### src/rtl/tiny_fir_tap_loader.sv
// Coefficient loader for one tiny_fir instance: host-writable shadow tap table, streamed
// into the FIR over valid/ready after pulsing its enable low, then confirmed via tap_done.
module tiny_fir_tap_loader #(
  parameter int unsigned G_NUM_TAPS     = 16,
  parameter int unsigned G_TAP_WIDTH    = 16,
  parameter int unsigned G_DONE_TIMEOUT = 255
) (
  input  logic                          clk,
  input  logic                          reset,
  input  logic [$clog2(G_NUM_TAPS)-1:0] i_cfg_wr_addr,
  input  logic [G_TAP_WIDTH-1:0]        i_cfg_wr_data,
  input  logic                          i_cfg_wr_valid,
  output logic                          o_cfg_wr_ready,
  input  logic                          i_load_start,
  output logic                          o_load_busy,
  output logic                          o_load_done,
  output logic                          o_load_error,
  output logic                          o_fir_enable,
  output logic [G_TAP_WIDTH-1:0]        o_tap_dout,
  output logic                          o_tap_dout_valid,
  input  logic                          i_tap_dout_ready,
  input  logic                          i_tap_done
);

  localparam int unsigned AW = $clog2(G_NUM_TAPS);
  localparam int unsigned CW = AW + 1;
  localparam int unsigned TW = $clog2(G_DONE_TIMEOUT + 1);

  typedef enum logic [2:0] {StIdle, StDisable, StArm, StStream, StWaitDone} t_state;

  t_state                 r_state, w_state_nxt;
  logic                   r_dis_cnt, w_dis_cnt_nxt;
  logic [CW-1:0]          r_idx, w_idx_nxt;
  logic [TW-1:0]          r_to_cnt, w_to_cnt_nxt;
  logic                   r_cfg_wr_ready, w_cfg_wr_ready_nxt;
  logic                   r_busy, w_busy_nxt;
  logic                   r_done, w_done_nxt;
  logic                   r_error, w_error_nxt;
  logic                   r_fir_enable, w_fir_enable_nxt;
  logic [G_TAP_WIDTH-1:0] r_tap_dout, w_tap_dout_nxt;
  logic                   r_tap_valid, w_tap_valid_nxt;
  logic [G_TAP_WIDTH-1:0] r_table [G_NUM_TAPS];
  logic                   w_beat;
  logic [AW-1:0]          w_rd_idx;

  // Shadow table is deliberately outside reset so a reset never loses host coefficients.
  always_ff @(posedge clk) begin
    if (i_cfg_wr_valid && r_cfg_wr_ready) begin
      r_table[i_cfg_wr_addr] <= i_cfg_wr_data;
    end
  end

  always_ff @(posedge clk) begin
    if (reset) begin
      r_state        <= StIdle;
      r_dis_cnt      <= 1'b0;
      r_idx          <= '0;
      r_to_cnt       <= '0;
      r_cfg_wr_ready <= 1'b1;
      r_busy         <= 1'b0;
      r_done         <= 1'b0;
      r_error        <= 1'b0;
      r_fir_enable   <= 1'b0;
      r_tap_dout     <= '0;
      r_tap_valid    <= 1'b0;
    end else begin
      r_state        <= w_state_nxt;
      r_dis_cnt      <= w_dis_cnt_nxt;
      r_idx          <= w_idx_nxt;
      r_to_cnt       <= w_to_cnt_nxt;
      r_cfg_wr_ready <= w_cfg_wr_ready_nxt;
      r_busy         <= w_busy_nxt;
      r_done         <= w_done_nxt;
      r_error        <= w_error_nxt;
      r_fir_enable   <= w_fir_enable_nxt;
      r_tap_dout     <= w_tap_dout_nxt;
      r_tap_valid    <= w_tap_valid_nxt;
    end
  end

  assign w_beat   = r_tap_valid & i_tap_dout_ready;
  assign w_rd_idx = r_idx[AW-1:0] + AW'(1);

  always_comb begin
    w_state_nxt        = r_state;
    w_dis_cnt_nxt      = r_dis_cnt;
    w_idx_nxt          = r_idx;
    w_to_cnt_nxt       = r_to_cnt;
    w_cfg_wr_ready_nxt = r_cfg_wr_ready;
    w_busy_nxt         = r_busy;
    w_done_nxt         = 1'b0;
    w_error_nxt        = r_error;
    w_fir_enable_nxt   = r_fir_enable;
    w_tap_dout_nxt     = r_tap_dout;
    w_tap_valid_nxt    = r_tap_valid;
    unique case (r_state)
      StIdle: begin
        if (i_load_start) begin
          w_state_nxt        = StDisable;
          w_dis_cnt_nxt      = 1'b0;
          w_busy_nxt         = 1'b1;
          w_cfg_wr_ready_nxt = 1'b0;
          w_error_nxt        = 1'b0;
          w_fir_enable_nxt   = 1'b0;
        end
      end
      StDisable: begin
        w_dis_cnt_nxt = 1'b1;
        if (r_dis_cnt) begin
          w_state_nxt      = StArm;
          w_fir_enable_nxt = 1'b1;
        end
      end
      StArm: begin
        w_state_nxt     = StStream;
        w_idx_nxt       = '0;
        w_tap_dout_nxt  = r_table[0];
        w_tap_valid_nxt = 1'b1;
      end
      StStream: begin
        if (w_beat) begin
          if (r_idx == CW'(G_NUM_TAPS - 1)) begin
            w_state_nxt     = StWaitDone;
            w_tap_valid_nxt = 1'b0;
            w_to_cnt_nxt    = '0;
          end else begin
            w_idx_nxt      = r_idx + CW'(1);
            w_tap_dout_nxt = r_table[w_rd_idx];
          end
        end
      end
      StWaitDone: begin
        if (i_tap_done) begin
          w_state_nxt        = StIdle;
          w_done_nxt         = 1'b1;
          w_busy_nxt         = 1'b0;
          w_cfg_wr_ready_nxt = 1'b1;
        end else if (r_to_cnt == TW'(G_DONE_TIMEOUT - 1)) begin
          w_state_nxt        = StIdle;
          w_error_nxt        = 1'b1;
          w_busy_nxt         = 1'b0;
          w_cfg_wr_ready_nxt = 1'b1;
          w_fir_enable_nxt   = 1'b0;
        end else begin
          w_to_cnt_nxt = r_to_cnt + TW'(1);
        end
      end
      default: w_state_nxt = StIdle;
    endcase
  end

  assign o_cfg_wr_ready   = r_cfg_wr_ready;
  assign o_load_busy      = r_busy;
  assign o_load_done      = r_done;
  assign o_load_error     = r_error;
  assign o_fir_enable     = r_fir_enable;
  assign o_tap_dout       = r_tap_dout;
  assign o_tap_dout_valid = r_tap_valid;

endmodule

### config.mk
export PLATFORM = sky130hd
export DESIGN_NAME = tiny_fir_tap_loader
export DESIGN_NICKNAME = d
export VERILOG_FILES = /design/src/rtl/tiny_fir_tap_loader.sv
export SDC_FILE = /design/constraint.sdc
export NUM_CORES = 1
export LEC_CHECK = 0
export CORE_UTILIZATION = 30
export DETAILED_ROUTE_END_ITERATION = 10
export HOLD_SLACK_MARGIN = 0.02
export SETUP_SLACK_MARGIN = 0.4
export SLEW_MARGIN = 20
export SYNTH_ARGS = -nofsm -noshare
export SYNTH_HDL_FRONTEND = slang
export SYNTH_SLANG_ARGS = --single-unit
### constraint.sdc
create_clock -name clk -period 2.7 [get_ports clk]
set_input_delay 0.54 -clock clk [delete_from_list [all_inputs] [get_ports clk]]
set_output_delay 0.54 -clock clk [all_outputs]
set_load 0.005 [all_outputs]
==> results.toml <==
[timing]
tightest_slew_ns = 0.900
period_needed_ns = 2.16
slew-limit-headroom = 0.400
setup_viol = 0
fin_ws_ns = 0.538
finClkSkew_ns = 0.0237
rsz0062_at_grt = "no"
finalCritPeriodShare = 0.801
hold_ws_ns = 0.483
fmaxAchievable_mhz = 463
fin_tns_setup_ns = 0
final_max_slew_viol_count = 0
hold_violations = 0

[yosys]
synth_cell_types = 47
yosysSeqAreaShare = 0.716
synth_area_per_cell_um2 = 18.6
synth_area_um2 = 11800
yosysWarnings = 0
async_flop_share = 0
synth_nets = 667
ys_seq_elements = 295
syn-instance-count = 637
synth_enable_flop_cells = 256
ys.flop_type = "edfxtp_1"

[cts]
holdBufCountCts = 0
ctsLongestPathBuffers = 3
clock_sinks = 295
numCtsBuffers = 30
tritoncts = "done"
insertion_delay_ns = 0.57
htreeDepth = 1
clk_pin_slew_ns = 0.06
root_buffer = "clkbuf_16"

[critical_path]
path_depth = 6
cp_slowest_stage_delay_ns = 0.74
arrival_ns = 2.65
cp_max_fo = 35
reg2reg_to = "o_tap_dout[11]"
critPathLaunch = "r_idx[0]"
critical_path_class = "flip-flop to flip-flop"
reg2reg_slack_ns = 0.54
crit_path_start_kind = "flip-flop"
cp_top_family = "simple AND/OR/NAND/NOR gates"
cp-end-kind = "flip-flop"
crit_required_ns = 3.19
r2r_start = "r_idx[0]"
cp_slowest_cell = "and2_1"
path_buf_inv = 1
crit_path_end = "o_tap_dout[11]"
worstRegToRegCells = 6
crit_path_cell_trace = "buf_12 -> nand3_1 -> xnor2_1 -> and2_1 -> a32o_1 -> a31o_1"

[power]
peakVddDrop_mv = 0.518
p_seq_frac = 0.535
p_leak_nw = 4.55
clock_power_share = 0.435
combPwrFrac = 0.030
switching_share = 0.199
power.internal_mw = 7.54
p_sw_mw = 1.88
power.density_nw_per_um2 = 660

[grt]
antenna_found_initial = 0
grt_util_all_layers = 0.129
grt_pass1_wl_um = 39100
gr-total-overflow = 0
grt_pass1_vias = 6108
grt_max_degree = 48

[floorplanning]
core.rowCount = 72
pin_count = 48
die_area_um2 = 40200
start_util = 0.305
fp.dieW_um = 201
die_h_um = 201
core_um2 = 38700

[hold_path]
min_path_type = "flip-flop to flip-flop"

[finish]
syn2layout_area_growth_pct = 20.7
seqCellArea_um2 = 8470
final_util = 0.369
multi_input_area_um2 = 3240
num-nets-final = 751
drive_gt1_frac = 0.221
design_area_um2 = 14300
layout_commonest_cell = "edfxtp_1"
fill_cells = 3618
layout_common_cells = "256 x edfxtp_1, 47 x clkdlybuf4s50_1, 41 x mux4_2"
antenna_cells = 0

[placed_design]
io_buffers = 47
dp_slack_ns = 0.366
globalplace.congestion = 0.797
placed_cell_area_um2 = 13300
place_hpwl_um = 15100

[run]
cap_viol_max_count = 0

[route]
num_vias = 6199
drc = 0
drtIter0Drc = 530
first_pass_iters = 4
ant_nets = 0
viasPerCell = 4.92
avgRoutedWirePerCell_um = 20.7
totalWireLength_um = 26200

[status]
status = "complete, no violations"
## flip-flops by register name, summed over array words and instances, names as in the netlist
name	cells
r_state	3
r_dis_cnt	1
o_tap_dout_valid	1
o_load_done	1
o_tap_dout	16
o_cfg_wr_ready	1
r_table	256
r_to_cnt	8
o_load_busy	1
o_fir_enable	1
r_idx	5
o_load_error	1
## how the worst min path moves through the flow
stage	slack, ns	to	cells past startpoint	start
final	0.48	o_fir_enable	2	o_fir_enable
after global routing	0.50	o_fir_enable	2	o_fir_enable
after CTS	0.48	o_fir_enable	2	o_fir_enable
after detailed placement	0.46	o_fir_enable	2	o_fir_enable
after global placement	0.46	o_fir_enable	2	o_fir_enable
after floorplan	0.46	r_idx[4]	2	r_idx[4]
## power by group through the flow
stage	clock (mW)	sequential, mW	combinational, mW
floorplan	0	5.12	0.102
global placement	0	5.13	0.279
detailed placement	0	5.14	0.284
CTS	4.18	5.04	0.285
global route	4.34	5.04	0.308
finish	4.09	5.04	0.283
## logic make-up (layout without fill, tap and decap cells)
group / count (synthesis) / in the layout / share of synthesized area
AO/OA/AOI/OAI: 84 / 84 / 0.0542
XOR/XNOR: 3 / 3 / 0.00222
adder cells (fa/ha/maj): 4 / 4 / 0.00423
buffers and inverters: 43 / 149 / 0.0199
flip-flops: 295 / 295 / 0.716
multiplexers: 97 / 97 / 0.159
AND/OR/NAND/NOR: 111 / 111 / 0.0443
## worst register-to-register path, delay by kind of cell, from the launching register on
family,cells,cell delay [ns]
xor+xnor,1,0.18
simple gates,2,0.88
buf+inv,1,0.28
compound gates,2,0.38
flops,1,0.38
## layer usage
metal	global-route usage	share of wire	up-vias
li1	-	-	2778
met1	0.184	0.46	3216
met2	0.208	0.48	177
met3	0.0213	0.052	28
met4	0.0232	0.014	0
met5	0	0	-
## final cells by class
cell class	count	area share
Clock buffer	43	0.0609
Clock inverter	11	0.00868
Sequential cell	295	0.593
Timing Repair Buffer	86	0.0622
Tap cell	518	0.0454
Multi-Input combinational cell	299	0.227
Inverter	9	0.00237
## cell usage after synthesis, drive strengths merged (3+ instances only)
master / number / area share
a211oi: 3 / 0.0019
a21o: 16 / 0.010
a21oi: 14 / 0.0059
a22oi: 3 / 0.0019
a31o: 16 / 0.012
a31oi: 3 / 0.0016
a32o: 16 / 0.014
and2: 4 / 0.0021
and3: 3 / 0.0016
buf: 20 / 0.013
clkbuf: 14 / 0.0044
dfxtp: 39 / 0.066
edfxtp: 256 / 0.65
ha: 4 / 0.0042
inv: 9 / 0.0029
mux2: 16 / 0.015
mux2i: 17 / 0.014
mux4: 64 / 0.13
nand2: 30 / 0.0095
nand2b: 6 / 0.0032
nand3: 6 / 0.0025
nand4: 4 / 0.0021
nor2: 36 / 0.011
nor2b: 3 / 0.0016
nor3: 8 / 0.0034
nor4: 4 / 0.0021
o21ai: 7 / 0.0030
## through the flow
stage | total power [mW] | std cells
after floorplan | 5.23 | 637
after global placement | 5.41 | 1205
after detailed placement | 5.42 | 1205
after CTS | 9.50 | 1261
after global routing | 9.69 | 1261
final | 9.42 | 1261
## what timing repair did
action / in CTS / in global routing
setup endpoints to repair: 1 / 15
pin swaps: 1 / 0
buffers inserted: 2 / 0
resized for setup: 0 / 2
No activity file was read; power rests on OpenSTA's default activity.
